<file path="src/rtl/core_boot_pkg.sv">
// Shared register offsets, response codes and FSM state types for the core boot mailbox.
package core_boot_pkg;

    localparam logic [31:0] TOHOST_OFF  = 32'h0;
    localparam logic [31:0] STATUS_OFF  = 32'h4;
    localparam logic [31:0] CYCLES_OFF  = 32'h8;

    localparam logic [1:0]  RESP_OKAY   = 2'b00;
    localparam logic [1:0]  RESP_SLVERR = 2'b10;

    typedef enum logic {W_IDLE, W_RESP} wr_state_t;
    typedef enum logic {R_IDLE, R_DATA} rd_state_t;
    typedef enum logic [1:0] {HOLD, COUNT, RUN} rst_state_t;

    // Word-granular match: byte offset bits [1:0] are ignored.
    function automatic logic reg_hit(input logic [31:0] addr, input logic [31:0] base,
                                     input logic [31:0] off);
        logic [31:0] a;
        a = base + off;
        return addr[31:2] == a[31:2];
    endfunction

endpackage

</file>
<file path="src/rtl/core_rst_seq.sv">
// Synchronises DIP[0], sequences the core reset release and counts cycles the core has run.
module core_rst_seq
    import core_boot_pkg::*;
#(
    parameter int RST_HOLD = 16,
    parameter int CNT_W    = 32
) (
    input  logic             clk,
    input  logic             rst,
    input  logic             dip_async,
    output logic             core_rst,
    output logic [CNT_W-1:0] cycles
);
    localparam int HW = $clog2(RST_HOLD + 1);

    logic [1:0]       sync_q, sync_d;
    rst_state_t       state_q, state_d;
    logic [HW-1:0]    hold_q, hold_d;
    logic             core_rst_q, core_rst_d;
    logic [CNT_W-1:0] cyc_q, cyc_d;

    always_comb begin
        sync_d     = {sync_q[0], dip_async};
        state_d    = state_q;
        hold_d     = hold_q;
        core_rst_d = core_rst_q;
        case (state_q)
            // Level-sensitive: a DIP already high out of reset still starts the count.
            HOLD: begin
                core_rst_d = 1'b1;
                if (sync_q[1]) begin
                    state_d = COUNT;
                    hold_d  = HW'(RST_HOLD - 1);
                end
            end
            COUNT: begin
                if (!sync_q[1]) begin
                    state_d    = HOLD;
                    core_rst_d = 1'b1;
                end else if (hold_q <= HW'(1)) begin
                    state_d    = RUN;
                    hold_d     = '0;
                    core_rst_d = 1'b0;
                end else begin
                    hold_d = hold_q - HW'(1);
                end
            end
            RUN: begin
                core_rst_d = 1'b0;
                if (!sync_q[1]) begin
                    state_d    = HOLD;
                    core_rst_d = 1'b1;
                end
            end
            default: begin
                state_d    = HOLD;
                core_rst_d = 1'b1;
            end
        endcase

        // Cleared on the same edge the core re-enters reset; counts only whole running cycles.
        if (core_rst_d)
            cyc_d = '0;
        else if (!core_rst_q && cyc_q != '1)
            cyc_d = cyc_q + CNT_W'(1);
        else
            cyc_d = cyc_q;
    end

    always_ff @(posedge clk) begin
        if (rst) begin
            sync_q     <= '0;
            state_q    <= HOLD;
            hold_q     <= '0;
            core_rst_q <= 1'b1;
            cyc_q      <= '0;
        end else begin
            sync_q     <= sync_d;
            state_q    <= state_d;
            hold_q     <= hold_d;
            core_rst_q <= core_rst_d;
            cyc_q      <= cyc_d;
        end
    end

    assign core_rst = core_rst_q;
    assign cycles   = cyc_q;

endmodule

</file>
<file path="src/rtl/core_boot_mailbox.sv">
// BAR1 AXI4-Lite slave owning the TOHOST mailbox, STATUS/CYCLES readback and core reset release.
module core_boot_mailbox
    import core_boot_pkg::*;
#(
    parameter logic [31:0] TOHOST_ADDR = 32'h0008_C120,
    parameter int          RST_HOLD    = 16,
    parameter int          CNT_W       = 32
) (
    input  logic        clk_main_a0,
    input  logic        rst_main,
    input  logic [15:0] vdip,
    input  logic        s_awvalid,
    output logic        s_awready,
    input  logic [31:0] s_awaddr,
    input  logic        s_wvalid,
    output logic        s_wready,
    input  logic [31:0] s_wdata,
    input  logic [3:0]  s_wstrb,
    output logic        s_bvalid,
    input  logic        s_bready,
    output logic [1:0]  s_bresp,
    input  logic        s_arvalid,
    output logic        s_arready,
    input  logic [31:0] s_araddr,
    output logic        s_rvalid,
    input  logic        s_rready,
    output logic [31:0] s_rdata,
    output logic [1:0]  s_rresp,
    input  logic        core_tohost_we,
    input  logic [31:0] core_tohost_wdata,
    output logic        core_rst,
    output logic [31:0] tohost_q,
    output logic        core_done
);
    wr_state_t        wr_state_q, wr_state_d;
    rd_state_t        rd_state_q, rd_state_d;
    logic             awready_q, awready_d, wready_q, wready_d, arready_q, arready_d;
    logic             aw_held_q, aw_held_d, w_held_q, w_held_d;
    logic [31:0]      aw_addr_q, aw_addr_d, w_data_q, w_data_d;
    logic [3:0]       w_strb_q, w_strb_d;
    logic             bvalid_q, bvalid_d, rvalid_q, rvalid_d;
    logic [1:0]       bresp_q, bresp_d, rresp_q, rresp_d;
    logic [31:0]      rdata_q, rdata_d, tohost_d;
    logic             core_wrote_q, core_wrote_d, core_done_q, core_done_d;
    logic [CNT_W-1:0] cycles;
    logic [31:0]      status;
    logic             unused_vdip;

    core_rst_seq #(.RST_HOLD(RST_HOLD), .CNT_W(CNT_W)) u_rst_seq (
        .clk       (clk_main_a0),
        .rst       (rst_main),
        .dip_async (vdip[0]),
        .core_rst  (core_rst),
        .cycles    (cycles)
    );

    assign unused_vdip = ^vdip[15:1];
    assign status      = {30'd0, core_wrote_q, ~core_rst};

    always_comb begin
        wr_state_d   = wr_state_q;
        rd_state_d   = rd_state_q;
        aw_held_d    = aw_held_q;
        w_held_d     = w_held_q;
        aw_addr_d    = aw_addr_q;
        w_data_d     = w_data_q;
        w_strb_d     = w_strb_q;
        bvalid_d     = bvalid_q;
        bresp_d      = bresp_q;
        rvalid_d     = rvalid_q;
        rresp_d      = rresp_q;
        rdata_d      = rdata_q;
        tohost_d     = tohost_q;
        core_wrote_d = core_wrote_q;
        core_done_d  = core_tohost_we;

        if (s_awvalid && awready_q) begin
            aw_held_d = 1'b1;
            aw_addr_d = s_awaddr;
        end
        if (s_wvalid && wready_q) begin
            w_held_d = 1'b1;
            w_data_d = s_wdata;
            w_strb_d = s_wstrb;
        end

        case (wr_state_q)
            W_IDLE: if (aw_held_d && w_held_d) begin
                aw_held_d  = 1'b0;
                w_held_d   = 1'b0;
                wr_state_d = W_RESP;
                bvalid_d   = 1'b1;
                bresp_d    = RESP_SLVERR;
                if (reg_hit(aw_addr_d, TOHOST_ADDR, TOHOST_OFF)) begin
                    bresp_d      = RESP_OKAY;
                    core_wrote_d = 1'b0;
                    for (int i = 0; i < 4; i++)
                        if (w_strb_d[i]) tohost_d[8*i +: 8] = w_data_d[8*i +: 8];
                end
            end
            W_RESP: if (s_bready) begin
                wr_state_d = W_IDLE;
                bvalid_d   = 1'b0;
            end
            default: wr_state_d = W_IDLE;
        endcase

        // Applied after the host write so the core wins a same-cycle collision.
        if (core_tohost_we) begin
            tohost_d     = core_tohost_wdata;
            core_wrote_d = 1'b1;
        end

        case (rd_state_q)
            R_IDLE: if (s_arvalid && arready_q) begin
                rd_state_d = R_DATA;
                rvalid_d   = 1'b1;
                rresp_d    = RESP_OKAY;
                if (reg_hit(s_araddr, TOHOST_ADDR, TOHOST_OFF))
                    rdata_d = tohost_q;
                else if (reg_hit(s_araddr, TOHOST_ADDR, STATUS_OFF))
                    rdata_d = status;
                else if (reg_hit(s_araddr, TOHOST_ADDR, CYCLES_OFF))
                    rdata_d = 32'(cycles);
                else begin
                    rdata_d = '0;
                    rresp_d = RESP_SLVERR;
                end
            end
            R_DATA: if (s_rready) begin
                rd_state_d = R_IDLE;
                rvalid_d   = 1'b0;
            end
            default: rd_state_d = R_IDLE;
        endcase

        // Each channel stops accepting once its half of the write is captured.
        awready_d = (wr_state_d == W_IDLE) && !aw_held_d;
        wready_d  = (wr_state_d == W_IDLE) && !w_held_d;
        arready_d = (rd_state_d == R_IDLE);
    end

    always_ff @(posedge clk_main_a0) begin
        if (rst_main) begin
            wr_state_q   <= W_IDLE;
            rd_state_q   <= R_IDLE;
            awready_q    <= 1'b0;
            wready_q     <= 1'b0;
            arready_q    <= 1'b0;
            aw_held_q    <= 1'b0;
            w_held_q     <= 1'b0;
            aw_addr_q    <= '0;
            w_data_q     <= '0;
            w_strb_q     <= '0;
            bvalid_q     <= 1'b0;
            bresp_q      <= RESP_OKAY;
            rvalid_q     <= 1'b0;
            rresp_q      <= RESP_OKAY;
            rdata_q      <= '0;
            tohost_q     <= '0;
            core_wrote_q <= 1'b0;
            core_done_q  <= 1'b0;
        end else begin
            wr_state_q   <= wr_state_d;
            rd_state_q   <= rd_state_d;
            awready_q    <= awready_d;
            wready_q     <= wready_d;
            arready_q    <= arready_d;
            aw_held_q    <= aw_held_d;
            w_held_q     <= w_held_d;
            aw_addr_q    <= aw_addr_d;
            w_data_q     <= w_data_d;
            w_strb_q     <= w_strb_d;
            bvalid_q     <= bvalid_d;
            bresp_q      <= bresp_d;
            rvalid_q     <= rvalid_d;
            rresp_q      <= rresp_d;
            rdata_q      <= rdata_d;
            tohost_q     <= tohost_d;
            core_wrote_q <= core_wrote_d;
            core_done_q  <= core_done_d;
        end
    end

    assign s_awready = awready_q;
    assign s_wready  = wready_q;
    assign s_arready = arready_q;
    assign s_bvalid  = bvalid_q;
    assign s_bresp   = bresp_q;
    assign s_rvalid  = rvalid_q;
    assign s_rresp   = rresp_q;
    assign s_rdata   = rdata_q;
    assign core_done = core_done_q;

endmodule

</file>
<file path="config.mk">
export PLATFORM = sky130hd
export DESIGN_NAME = core_boot_mailbox
export DESIGN_NICKNAME = d
export VERILOG_FILES = /design/src/rtl/core_boot_pkg.sv /design/src/rtl/core_rst_seq.sv /design/src/rtl/core_boot_mailbox.sv
export SDC_FILE = /design/constraint.sdc
export NUM_CORES = 1
export LEC_CHECK = 0
export CAP_MARGIN = 40
export CORE_MARGIN = 5
export CORE_UTILIZATION = 44
export CTS_CLUSTER_SIZE = 28
export DETAILED_ROUTE_END_ITERATION = 8
export PLACE_DENSITY = 0.78
export SYNTH_ARGS = -nofsm -noshare
export SYNTH_HDL_FRONTEND = slang
export SYNTH_SLANG_ARGS = --single-unit
</file>
<file path="constraint.sdc">
create_clock -name clk_main_a0 -period 2.2 [get_ports clk_main_a0]
set_input_delay 0.33 -clock clk_main_a0 [delete_from_list [all_inputs] [get_ports clk_main_a0]]
set_output_delay 0.33 -clock clk_main_a0 [all_outputs]
set_load 0.05 [all_outputs]
</file>
==> parameters.txt, run 1 <==
Parameter                              Value

STA
  Worst clock skew on the final layout    0.0110 ns
  Pins Over Slew Limit    0
  Final cycle utilization of the critical path    99.9%
  Count of final hold-check violations    0
  Peak clock frequency supported by timing    455 MHz
  RSZ-0062 raised after global routing    true
  Actual slew at the worst max-slew pin    0.716 ns
  Number of failing setup endpoints in the final timing report    0
  Minimum clock period after layout    2.20 ns
  Headroom to the max-slew limit    52.3%

Synthesis
  Gate count of the mapped netlist    965
  Netlist area before placement    0.00839 mm²
  Count of cell types in the netlist    56
  Ys flop type    sky130_fd_sc_hd__dfxtp_1
  Synthesized flop and latch total    185
  Part of the Yosys area used for sequential elements    44.2%
  Mapped Avg Cell Area    8.69 µm²
  Post-synth EDFFs    0
  Syn. warnings    0
  Post-synthesis async set-or-reset flop share    0%

Clock network
  Total clock buffers created by CTS    17
  TritonCTS clock tree    yes
  Clk_lat worst skew    0.43 ns
  CTS Hold Bufs    0
  CTS root buf    sky130_fd_sc_hd__clkbuf_16
  Count of H-tree levels built during CTS    4
  Maximum number of buffers from clock root to sink    2
  Register clock-pin slew on the reported worst setup and hold paths    0.06 ns
  Sink count of the clock tree    185

Placement
  I/O Buffers    209
  RePlAce Congestion    0.887
  Placed cell area    0.0109 mm²
  Placed wire-length estimate    18.2 mm

Setup path
  Worst setup path class    reg -> reg
  Total stage count of the critical path    6
  Highest cell delay on the worst timing path    0.55 ns
  Kind of cell with the highest combined delay on the critical path    simple AND/OR/NAND/NOR gates
  Worst path cell trace    or4b_4, nor4b_4, buf_6, o211ai_4, or4_1, o211ai_1
  CP startpoint    aw_addr_q[9]$_SDFF_PP0_
  Top fanout value on the critical path    14
  Number of buffers and inverters on the critical path    1
  Worst setup EP type    register
  Source of the worst register-to-register timing path    aw_addr_q[9]$_SDFF_PP0_
  Reg2Reg Setup Slack    0.002 ns
  Timing endpoint of the critical path    tohost_q[8]$_SDFFE_PP0P_
  Worst reg2reg path endpoint    tohost_q[8]$_SDFFE_PP0P_
  Critical Path AT    2.55 ns
  Required time of the critical path    2.55 ns
  Launching element type of the critical path    register
  Cell with the largest stage delay on the worst path    sky130_fd_sc_hd__or4b_4
  Count of cells along the worst register-to-register path    6

Floorplanning
  Width of the die    148 µm
  Die height    148 µm
  Area enclosed by the die boundary    0.0219 mm²
  Number of placement rows    50
  Initial core utilization    44.7%
  Count of boundary I/O pins    231
  Core ar.    0.0188 mm²

Global routing
  Number of global-route vias before repair    7351
  Global router's overall resource usage    21.7%
  Initial antenna violation count    2
  Total gr overflow    0
  Largest net degree at the start of global routing    140
  Wire length of the first global-routing pass    38.7 mm

Routing
  Routed vias/inst    5.62
  Wirelength per Cell    17.6 µm
  First-pass iteration count of the detailed router    5
  Total routed wirelength    25.0 mm
  Number of DRC markers after the initial detailed-route iteration    622
  Number of nets still failing antenna checks after routing    0
  Via count of the routed design    8012
  Post-detailed-route DRC marker count    0

Power and ir drop
  Power Density    665 mW/mm²
  Static Leakage    0.00436 µW
  Worst IR Drop VDD    0.536 mV
  Overall power    7790 µW

Layout
  Post-layout nets    1340
  Area growth from synthesis to layout    39.7%
  Post-route cell area    0.0117 mm²
  Inserted Diodes    0
  Fraction of final layout cells with drive strength greater than 1    9.91%

Status
  Outcome    completed

Min path
  Type of the tightest min-delay check    in -> reg

Flow run
  Max-capacitance violation count    0
-- routing by layer --
metal | global-route usage [%] | wire length, µm | vias to the layer above | part of all wire, %
met5 | 0 | 40 | - | 0.16
met1 | 28.7 | 10700 | 3787 | 43
met3 | 6.37 | 1960 | 29 | 7.8
li1 | - | - | 3941 | -
met4 | 5.77 | 373 | 4 | 1.5
met2 | 35.0 | 11900 | 251 | 48
-- metrics by stage --
step                      setup slack [ns]  std cells  util, %  setup TNS (ns)  hold slack, ns
final                              0.00234       1425     62.4               0           0.181
after global routing               -0.0656       1425     62.4          -0.627           0.185
after CTS                          -0.0901       1415     61.3           -1.14           0.172
after detailed placement            -0.570       1383     58.0          -15.68           0.421
after global placement              -0.512       1383     58.0          -14.23           0.406
after floorplan                    -0.0301        966        -         -0.0410           0.394
-- tightest hold or removal path, cell delays in order --
cell and delay, ns:
sky130_fd_sc_hd__dlymetal6s2s_1 0.13, sky130_fd_sc_hd__nand2_1 0.06, sky130_fd_sc_hd__a21oi_1 0.05
-- cell type report --
type	instances	area, µm²
clock buffer	20	457
clock inverter	12	146
fill	1580	7050
inverter	12	45.0
multi-input combinational	698	4500
sequential	185	3710
tap	234	293
timing repair buffer	264	2560
-- cells in the mapped netlist (all sizes together), types with 6 or more instances --
cell | n | share of area, %
nor4b | 9 | 1.3
nor4 | 14 | 1.0
o311ai | 7 | 0.73
mux2i | 63 | 7.5
o31ai | 9 | 0.81
a21oi | 65 | 3.9
or4 | 33 | 3.0
ha | 6 | 0.90
nand2 | 114 | 5.1
and4 | 8 | 0.84
dfxtp | 185 | 44
buf | 19 | 1.1
nor3b | 33 | 3.0
nand4 | 10 | 0.75
o211ai | 30 | 2.9
nand3b | 7 | 0.63
nor3 | 12 | 0.85
inv | 12 | 0.54
nor2 | 92 | 4.1
nor2b | 10 | 0.75
a2bb2oi | 30 | 3.1
nand3 | 21 | 1.3
o21ai | 57 | 3.4
clkbuf | 54 | 2.4
or3 | 19 | 1.4
-- state kept, by name, indices dropped and copies added, names as in the netlist, 2 cells and up --
register,count
w_data_q,32
u_rst_seq.state_q,2
u_rst_seq.cycles,32
tohost_q,32
u_rst_seq.sync_q,2
u_rst_seq.hold_q,5
s_rdata,32
aw_addr_q,30
w_strb_q,4
-- where the power goes --
part | total (µW) | internal, µW | switching, µW
Clock | 3130 | 1840 | 1290
Sequential | 3560 | 3470 | 90.8
Combinational | 1100 | 516 | 588
Total | 7790 | 5830 | 1960
-- layout by cell type, fill, tap and decap left out, drive strengths merged, types with 12 or more instances in the layout --
cell           netlist  layout
nor3b               33      33
or3                 19      19
nand3               21      21
clkdlybuf4s50        0     203
a21oi               65      65
clkbuf              54      20
or4                 33      33
a2bb2oi             30      30
dfxtp              185     185
mux2i               63      63
o211ai              30      32
nor3                12      12
o21ai               57      57
nand2              114     114
buf                 19      58
nor2                92      92
inv                 12      13
nor4                14      14
-- what timing repair did --
item,4_1_cts,5_1_grt
setup endpoints to repair,24,38
resized for setup,2,27
buffers inserted,0,8
gates cloned,0,2
pin swaps,0,13
-- worst min-delay path by stage --
stage / from / endpoint / slack, ns / cells past startpoint
after floorplan: aw_held_q$_SDFF_PP0_ / s_awready$_SDFF_PP0_ / 0.39 / 1
after global placement: aw_held_q$_SDFF_PP0_ / s_awready$_SDFF_PP0_ / 0.41 / 1
after detailed placement: aw_held_q$_SDFF_PP0_ / s_awready$_SDFF_PP0_ / 0.42 / 1
after CTS: rst_main / rd_state_q$_SDFF_PP0_ / 0.17 / 2
after global routing: rst_main / s_rdata[10]$_SDFFE_PP0P_ / 0.19 / 2
final: s_awaddr[5] / aw_addr_q[5]$_SDFF_PP0_ / 0.18 / 3
-- cells by family (layout without fill, tap and decap cells) --
kind of cell    after synthesis  after routing  synth area share [%]
buf+inv                      85            308                  4.03
mux                          67             67                  8.06
flops                       185            185                  44.2
simple gates                400            400                  25.7
xor+xnor                      5              5                 0.522
fa+ha+maj                     6              6                 0.895
other cells                   1              2                0.0447
compound gates              216            218                  16.6
Note: power is estimated with default switching activity, not from simulation.
==> run 2: changes to the inputs <==
- SETUP_SLACK_MARGIN: not set -> 0.02
==> parameters.txt, run 2 (synthesis gave the netlist of run 1 again) <==
Parameter                              Value

Status
  Outcome    finished, violations left
  Violations in the final reports    setup timing

Min path
  Type of the tightest min-delay check    in -> reg
  Hold wc startpoint    s_awaddr[5]

Placement
  I/O Buffers    209
  Placed wire-length estimate    18.2 mm
  RePlAce Congestion    0.888
  Placed cell area    0.0109 mm²

Routing
  Total routed wirelength    24.9 mm
  Routed vias/inst    5.60
  Wirelength per Cell    17.4 µm
  Via count of the routed design    8009
  First-pass iteration count of the detailed router    5
  Post-detailed-route DRC marker count    0
  Number of DRC markers after the initial detailed-route iteration    563
  Number of nets still failing antenna checks after routing    0

Floorplanning
  Count of boundary I/O pins    231
  Area enclosed by the die boundary    0.0219 mm²
  Number of placement rows    50
  Width of the die    148 µm
  Die height    148 µm
  Core ar.    0.0188 mm²
  Initial core utilization    44.7%

Setup path
  Worst setup path class    in -> reg
  Launching element type of the critical path    primary input
  Source of the worst register-to-register timing path    aw_addr_q[9]$_SDFF_PP0_
  CP startpoint    s_awaddr[3]
  Cell with the largest stage delay on the worst path    sky130_fd_sc_hd__or4_1
  Top fanout value on the critical path    8
  Required time of the critical path    2.56 ns
  Critical Path AT    2.56 ns
  Worst setup EP type    register
  Worst path cell trace    clkdlybuf4s50_1, or4b_4, nor4b_4, buf_6, o211ai_2, or4_1, o211ai_1
  Highest cell delay on the worst timing path    0.52 ns

Layout
  Post-layout nets    1345
  Post-route cell area    0.0117 mm²
  Inserted Diodes    0
  Fraction of final layout cells with drive strength greater than 1    10.2%
  Area growth from synthesis to layout    39.4%
  Most common cell after layout, fill and taps aside    sky130_fd_sc_hd__clkdlybuf4s50_1
  Commonest cells after routing, fill and taps aside    sky130_fd_sc_hd__clkdlybuf4s50_1 (203), sky130_fd_sc_hd__dfxtp_1 (183), sky130_fd_sc_hd__nand2_1 (113), sky130_fd_sc_hd__nor2_1 (92), sky130_fd_sc_hd__a21oi_1 (65)

Clock network
  TritonCTS clock tree    yes
  Total clock buffers created by CTS    17
  Sink count of the clock tree    185
  Maximum number of buffers from clock root to sink    2
  Register clock-pin slew on the reported worst setup and hold paths    0.07 ns
  CTS root buf    sky130_fd_sc_hd__clkbuf_16
  Count of H-tree levels built during CTS    4
  Clk_lat worst skew    0.44 ns

STA
  Number of failing setup endpoints in the final timing report    1
  Post-route worst setup slack    -0.000727 ns
  Headroom to the max-slew limit    57.3%
  Peak clock frequency supported by timing    454 MHz
  Pins Over Slew Limit    0
  Minimum clock period after layout    2.20 ns
  Worst clock skew on the final layout    0.00918 ns
  Final cycle utilization of the critical path    100%
  RSZ-0062 raised after global routing    true
  Actual slew at the worst max-slew pin    0.640 ns
  Count of final hold-check violations    0
  Hold Slack    0.192 ns

Global routing
  Number of global-route vias before repair    7407
  Wire length of the first global-routing pass    38.3 mm
  Global router's overall resource usage    21.6%
  Total gr overflow    0
  Largest net degree at the start of global routing    96
  Initial antenna violation count    4

Power and ir drop
  Power Density    652 mW/mm²
  Worst IR Drop VDD    0.539 mV
  Static Leakage    0.00428 µW

Flow run
  Max-capacitance violation count    0
## run 2: cell count changes in the layout (fill, tap and decap cells not counted), sizes merged
cell | before | now
clkbuf | 20 | 17
inv | 13 | 16
bufinv | 3 | 1
buf | 58 | 62
clkinvlp | 3 | 5
o211ai | 32 | 33
## run 2: repair_timing
action,in CTS,in global routing
gates resized for setup,1,20
cloned,0,3
hold buffers,0,0
pin swaps,0,4
buffers inserted,0,5
setup endpoints to repair,31,37
## run 2: final timing paths
kind                            cells past startpoint  slack, ns                        end
worst max-delay path                                7    -0.0007  tohost_q[15]$_SDFFE_PP0P_
worst min-delay path                                3       0.19    aw_addr_q[5]$_SDFF_PP0_
worst min register to register                      1       0.43       s_awready$_SDFF_PP0_
worst max register to register                      6       0.01  tohost_q[15]$_SDFFE_PP0P_
## run 2: where the power goes
group          internal [µW]  leakage (µW)  switching, µW  total, µW
logic                    514       0.00251            580       1090
clock network           1580      0.000264           1390       2970
registers               3470       0.00151           88.5       3560
## run 2: through the flow
stage	power, µW	setup slack, ns	TNS [ns]	instances	util (%)
detailed placement	4710	-0.556	-18.18	1390	58.3
global placement	4700	-0.476	-13.89	1390	58.3
finish	7620	-0.000727	-0.000727	1430	62.3
CTS	7660	-0.0949	-1.49	1422	61.4
global route	7900	-0.0527	-0.150	1430	62.3
floorplan	4190	-0.0301	-0.0410	966	-
## run 2: worst max-delay path: cells and delay by family
family | cells | cell delay [ns]
buffers and inverters | 2 | 0.65
and+or+nand+nor | 3 | 1.28
AOI/OAI and AO/OA | 2 | 0.29
## run 2: cell type report
class | count | area (µm²)
repair buffers | 268 | 2610
flip-flops and latches | 185 | 3710
clock inverters | 15 | 145
inverters | 12 | 45.0
well taps | 234 | 293
multi-input cells | 699 | 4470
clock buffers | 17 | 425
fillers | 1600 | 7080
## run 2: layer usage
layer	up-vias	global-route usage, %	routed length [µm]
met5	-	0	35
met4	8	5.08	367
met3	34	7.31	2130
met2	261	35.3	11900
met1	3754	27.8	10500
li1	3952	-	-
